==> src/rtl/sprite_fetch.sv <==
// Sprite fetch: raster-scans one frame, reads the logo/cube ROMs for pixels under
// each sprite and streams decoder-ready pixel codes over a valid/ready handshake.
module sprite_fetch #(
    parameter int H_ACT  = 640,
    parameter int V_ACT  = 480,
    parameter int LOGO_W = 64,
    parameter int LOGO_H = 32,
    parameter int CUBE_W = 32,
    parameter int CUBE_H = 32,
    localparam int LOGO_AW = $clog2(LOGO_W * LOGO_H),
    localparam int CUBE_AW = $clog2(CUBE_W * CUBE_H)
) (
    input  logic               clk_i,
    input  logic               rst_i,
    input  logic               start_i,
    input  logic [9:0]         logo_x_i,
    input  logic [9:0]         logo_y_i,
    input  logic [9:0]         cube_x_i,
    input  logic [9:0]         cube_y_i,
    output logic [LOGO_AW-1:0] logo_addr_o,
    output logic [CUBE_AW-1:0] cube_addr_o,
    output logic               rom_en_o,
    input  logic [1:0]         logo_rom_data_i,
    input  logic [1:0]         cube_rom_data_i,
    output logic [1:0]         pix_data_o,
    output logic [2:0]         sel_o,
    output logic               out_valid_o,
    input  logic               out_ready_i,
    output logic               busy_o,
    output logic               frame_done_o
);

    typedef enum logic [1:0] {IDLE, RUN, DRAIN} state_e;

    state_e state_q;

    // Stage A: pixel currently presented to the ROMs.
    logic [10:0]        x_q, y_q, x_d, y_d;
    logic               logo_hit_q, cube_hit_q, logo_hit_d, cube_hit_d;
    logic [LOGO_AW-1:0] logo_addr_q, logo_addr_d;
    logic [CUBE_AW-1:0] cube_addr_q, cube_addr_d;

    // Stage B: hit flags paired with the ROM data that comes back a cycle later.
    logic b_valid_q, b_logo_hit_q, b_cube_hit_q;

    logic [9:0]  logo_x_q, logo_y_q, cube_x_q, cube_y_q;
    logic [10:0] logo_px, logo_py, cube_px, cube_py;
    logic        frame_done_q;
    logic        accept, advance, last_pix;

    assign accept   = (state_q == IDLE) && start_i;
    assign advance  = !b_valid_q || out_ready_i;
    assign last_pix = (x_q == 11'(H_ACT - 1)) && (y_q == 11'(V_ACT - 1));

    always_comb begin
        // NOTE: every signal gets a default first, so no path can leave one unassigned and infer a latch.
        logo_px = {1'b0, logo_x_q};
        logo_py = {1'b0, logo_y_q};
        cube_px = {1'b0, cube_x_q};
        cube_py = {1'b0, cube_y_q};
        x_d     = 11'd0;
        y_d     = 11'd0;
        if (accept) begin
            logo_px = {1'b0, logo_x_i};
            logo_py = {1'b0, logo_y_i};
            cube_px = {1'b0, cube_x_i};
            cube_py = {1'b0, cube_y_i};
        end else if (x_q == 11'(H_ACT - 1)) begin
            y_d = y_q + 11'd1;
        end else begin
            x_d = x_q + 11'd1;
            y_d = y_q;
        end

        // 11-bit bounds so a sprite placed near 1023 cannot wrap back into the frame.
        logo_hit_d = (x_d >= logo_px) && (x_d < logo_px + 11'(LOGO_W)) &&
                     (y_d >= logo_py) && (y_d < logo_py + 11'(LOGO_H));
        cube_hit_d = (x_d >= cube_px) && (x_d < cube_px + 11'(CUBE_W)) &&
                     (y_d >= cube_py) && (y_d < cube_py + 11'(CUBE_H));
        logo_addr_d = logo_hit_d ?
            LOGO_AW'((y_d - logo_py) * 11'(LOGO_W) + (x_d - logo_px)) : '0;
        cube_addr_d = cube_hit_d ?
            CUBE_AW'((y_d - cube_py) * 11'(CUBE_W) + (x_d - cube_px)) : '0;
    end

    // NOTE: sequential state uses non-blocking assignments so every register samples pre-edge values.
    always_ff @(posedge clk_i) begin
        if (rst_i) begin
            state_q      <= IDLE;
            x_q          <= '0;
            y_q          <= '0;
            logo_x_q     <= '0;
            logo_y_q     <= '0;
            cube_x_q     <= '0;
            cube_y_q     <= '0;
            logo_hit_q   <= 1'b0;
            cube_hit_q   <= 1'b0;
            logo_addr_q  <= '0;
            cube_addr_q  <= '0;
            b_valid_q    <= 1'b0;
            b_logo_hit_q <= 1'b0;
            b_cube_hit_q <= 1'b0;
            frame_done_q <= 1'b0;
        end else begin
            frame_done_q <= 1'b0;
            case (state_q)
                IDLE: begin
                    if (start_i) begin
                        state_q     <= RUN;
                        logo_x_q    <= logo_x_i;
                        logo_y_q    <= logo_y_i;
                        cube_x_q    <= cube_x_i;
                        cube_y_q    <= cube_y_i;
                        x_q         <= x_d;
                        y_q         <= y_d;
                        logo_hit_q  <= logo_hit_d;
                        cube_hit_q  <= cube_hit_d;
                        logo_addr_q <= logo_addr_d;
                        cube_addr_q <= cube_addr_d;
                    end
                end
                RUN: begin
                    if (advance) begin
                        b_valid_q    <= 1'b1;
                        b_logo_hit_q <= logo_hit_q;
                        b_cube_hit_q <= cube_hit_q;
                        if (last_pix) begin
                            state_q <= DRAIN;
                        end else begin
                            x_q         <= x_d;
                            y_q         <= y_d;
                            logo_hit_q  <= logo_hit_d;
                            cube_hit_q  <= cube_hit_d;
                            logo_addr_q <= logo_addr_d;
                            cube_addr_q <= cube_addr_d;
                        end
                    end
                end
                DRAIN: begin
                    if (out_ready_i) begin
                        state_q      <= IDLE;
                        b_valid_q    <= 1'b0;
                        b_logo_hit_q <= 1'b0;
                        b_cube_hit_q <= 1'b0;
                        frame_done_q <= 1'b1;
                    end
                end
                default: state_q <= IDLE;
            endcase
        end
    end

    assign logo_addr_o  = logo_addr_q;
    assign cube_addr_o  = cube_addr_q;
    assign rom_en_o     = (state_q == RUN) && advance;
    assign out_valid_o  = b_valid_q;
    assign busy_o       = (state_q != IDLE);
    assign frame_done_o = frame_done_q;
    assign sel_o        = b_logo_hit_q ? 3'b111 : (b_cube_hit_q ? 3'b110 : 3'b000);
    assign pix_data_o   = b_logo_hit_q ? logo_rom_data_i :
                          (b_cube_hit_q ? cube_rom_data_i : 2'b00);

endmodule

==> config.mk <==
export PLATFORM = sky130hd
export DESIGN_NAME = sprite_fetch
export DESIGN_NICKNAME = d
export VERILOG_FILES = /design/src/rtl/sprite_fetch.sv
export SDC_FILE = /design/constraint.sdc
export NUM_CORES = 1
export LEC_CHECK = 0
export CAP_MARGIN = 40
export CELL_PAD_IN_SITES_DETAIL_PLACEMENT = 1
export CELL_PAD_IN_SITES_GLOBAL_PLACEMENT = 2
export CORE_UTILIZATION = 33
export DETAILED_ROUTE_END_ITERATION = 16
export DONT_BUFFER_PORTS = 1
export GPL_ROUTABILITY_DRIVEN = 0
export HOLD_SLACK_MARGIN = 0.08
export PLACE_DENSITY_LB_ADDON = 0.12
export SLEW_MARGIN = 15
export SYNTH_ARGS = -nofsm -noshare
export SYNTH_HDL_FRONTEND = slang
export SYNTH_SLANG_ARGS = --single-unit
==> constraint.sdc <==
create_clock -name clk_i -period 6.1 [get_ports clk_i]
set_input_delay 0.61 -clock clk_i [delete_from_list [all_inputs] [get_ports clk_i]]
set_output_delay 0.61 -clock clk_i [all_outputs]
set_load 0.1 [all_outputs]
==> metrics <==
synth warn 0; Post-Syn Area per Cell 8.49 sq um; initial core utilization 33.9%; first-pass GRT wire length 30300 um; setup_tns 0 ps; CTS tree done; final worst-path cycle share 74.4%; RSZ-0062 raised after global routing no; Startpoint Class register; worst r2r src x_q[0]$_SDFFE_PP0P_; Leak 3.33 nW; Yosys cell types 61; max-slew violations 0; antenna violations before repair 0; design area 7630 sq um; Post-Route Skew 7.13 ps; root buf cell clkbuf_16; fin nets 948; IO Port Bufs 0; complex-gate fraction of the synthesized area 13.9%; largest net degree at the start of global routing 84; predominant post-synthesis flop cell dfxtp_1; largest family of logic cells by synthesized area adder cells; First-pass DRT Iterations 4; Seq/Total Area, Yosys 27.4%; placed cell area 7290 sq um; clock buffer depth 2; top-count cell post-synth dfxtp_1; critical path arrival 4820 ps; n_diodes 0; Max VDD drop 0.128 mV; max_cap viols 0; Slew HR 42.6%; Pwr Density 230 nW/um^2; Hold WS 332 ps; Synth top area share 27.4%; Inserted Clock Buffers 9; share of layout cells above drive strength 1 8.22%; Wirelength per Cell 17.2 um; syn_nets 932; CTS clk-pin slew, worst paths 70 ps; Vias 5437; initial DRC count 140; Synth Register Bits 91; global-route usage over all layers 19.1%; area of the die 20700 sq um; fmax 220 MHz; CP cell instances ha_1 -> and4_1 -> nand4_2 -> nand2_1 -> nor2_1 -> ha_1 -> fa_1 -> a211oi_1 -> o21ai_0 -> a311oi_1 -> o2111ai_4 -> or4b_1 -> a21oi_1; DRC viols 0; worst endpoint required time 6380 ps; Largest delay share family, worst path simple AND/OR/NAND/NOR gates; hold path depth 1; R2R depth 13; vias in the first global route 5790; Hold Buf Count CTS 0; async set-reset flop share out of synthesis 0%; Hold EP cube_x_q[0]$_SDFFE_PP0N_; die outline height 144 um; slowest library cell on the worst path or4b_1; critical path class reg -> reg; Critical Path End Type register; Final min period 4540 ps; Cell Rows 51; Hold Path Class in -> reg; Buf/Inv on CP 0; area leader, netlist dfxtp_1; CP peak stage delay 530 ps; Antenna Nets Post-Route 0; most frequent CP cell ha_1; cts repair resizes 0; post-synthesis mux area share 5.58%; area grow syn2layout 15.0%; Reg2Reg Setup Slack 1560 ps; Hold Crit Start rst_i; Final Setup Violations 0; reg-to-reg endpoint logo_addr_o[6]$_SDFFE_PP0P_; status finished clean; Clock Latency Late Sink 350 ps; Multi-input gate area 4440 sq um; Die Width 144 um; Cell Area, Synth 6640 sq um; CTS sink count 91; Synth Area in Adders 21.0%; Post-CTS Setup Repair Bufs 0; endpoints failing hold 0; detailed-route vias per instance 5.09; XOR/XNOR Fraction of Synth Area 6.46%; synth cell count leaders dfxtp_1, nand2_1, nor2_1, ha_1, a21oi_1; register area 1820 sq um; Worst Path Max Fanout 12; core box area 19600 sq um; post-synthesis simple-gate area fraction 19.9%; HPWL Detailed 14500 um; num ports 78; FILL cells 2297; number of synthesized flops with an enable pin 0; top area cells in the synthesized netlist dfxtp_1, ha_1, mux2i_1, a21oi_1, nand2_1; DRT Wirelength 18400 um; Mapped Cells 782; Worst Tran Pin Value 839 ps; H-tree depth 3; global route total overflow 0
-- through the flow --
stage	power [W]	worst slack [ps]	cells	utilization (%)
after global placement	0.00110	1260	1021	34.8
after CTS	0.00179	1510	1068	39.0
after floorplan	0.00102	1690	782	-
final	0.00175	1560	1068	39.0
after global routing	0.00187	1130	1068	39.0
after detailed placement	0.00112	1200	1052	37.2
-- how the worst max path moves through the flow --
stage | start | cells after the start | end | slack (ps)
after detailed placement | start_i | 14 | logo_addr_o[6]$_SDFFE_PP0P_ | 1200
final | x_q[0]$_SDFFE_PP0P_ | 13 | logo_addr_o[6]$_SDFFE_PP0P_ | 1560
after global routing | x_q[0]$_SDFFE_PP0P_ | 13 | logo_addr_o[6]$_SDFFE_PP0P_ | 1130
after floorplan | start_i | 17 | cube_addr_o[9]$_SDFFE_PP0P_ | 1690
after CTS | state_q[0]$_SDFFE_PP0P_ | 14 | logo_addr_o[6]$_SDFFE_PP0P_ | 1510
after global placement | start_i | 12 | cube_addr_o[3]$_SDFFE_PP0P_ | 1260
-- layout by cell type, fill, tap and decap left out, types with 5 or more instances in the layout --
master,instances
mux2i_1,37
fa_1,16
nor3_1,11
a21oi_1,69
nor2_1,89
clkbuf_16,9
or3_1,11
xnor2_1,27
nand3_1,16
nand2_1,90
nand2b_1,9
xor2_1,22
nand4_1,6
a21o_1,8
inv_1,48
a32o_1,10
ha_1,86
nor4_1,5
o21bai_1,5
buf_8,26
dfxtp_1,91
buf_4,5
nor2b_1,15
o21ai_0,22
-- power breakdown --
part / total (W) / switching, W / internal (W)
logic: 0.000482 / 0.000283 / 0.000199
registers: 0.000620 / 0.00000704 / 0.000613
clock network: 0.000651 / 0.000250 / 0.000402
total: 0.00175 / 0.000540 / 0.00121
-- routing by layer --
layer,vias up,GRT usage [%],routed length [um]
met5,-,0,0
met3,12,3.07,404
li1,2733,-,-
met4,0,4.98,223
met2,61,33.9,9090
met1,2631,23.7,8670
-- logic make-up after synthesis --
family | count (synthesis)
AND/OR/NAND/NOR | 278
AO/OA/AOI/OAI | 146
adder cells (fa/ha/maj) | 102
flip-flops | 91
buffers and inverters | 79
XOR/XNOR | 49
multiplexers | 37
-- state kept, by name, indices dropped and copies added (netlist names), 2 cells and up --
| register | flops |
|---|---|
| logo_addr_o | 11 |
| x_q | 11 |
| y_q | 11 |
| cube_addr_o | 10 |
| cube_x_q | 10 |
| cube_y_q | 10 |
| logo_x_q | 10 |
| logo_y_q | 10 |
| state_q | 2 |
-- area by class of cell --
type	instances	share of cell area (%)
Timing Repair Buffer	36	6.72
Multi-Input combinational cell	612	58.2
Clock inverter	6	1.49
Sequential cell	91	23.9
Clock buffer	10	3.00
Tap cell	265	4.34
Inverter	48	2.36
(Power assumes the default switching activity.)
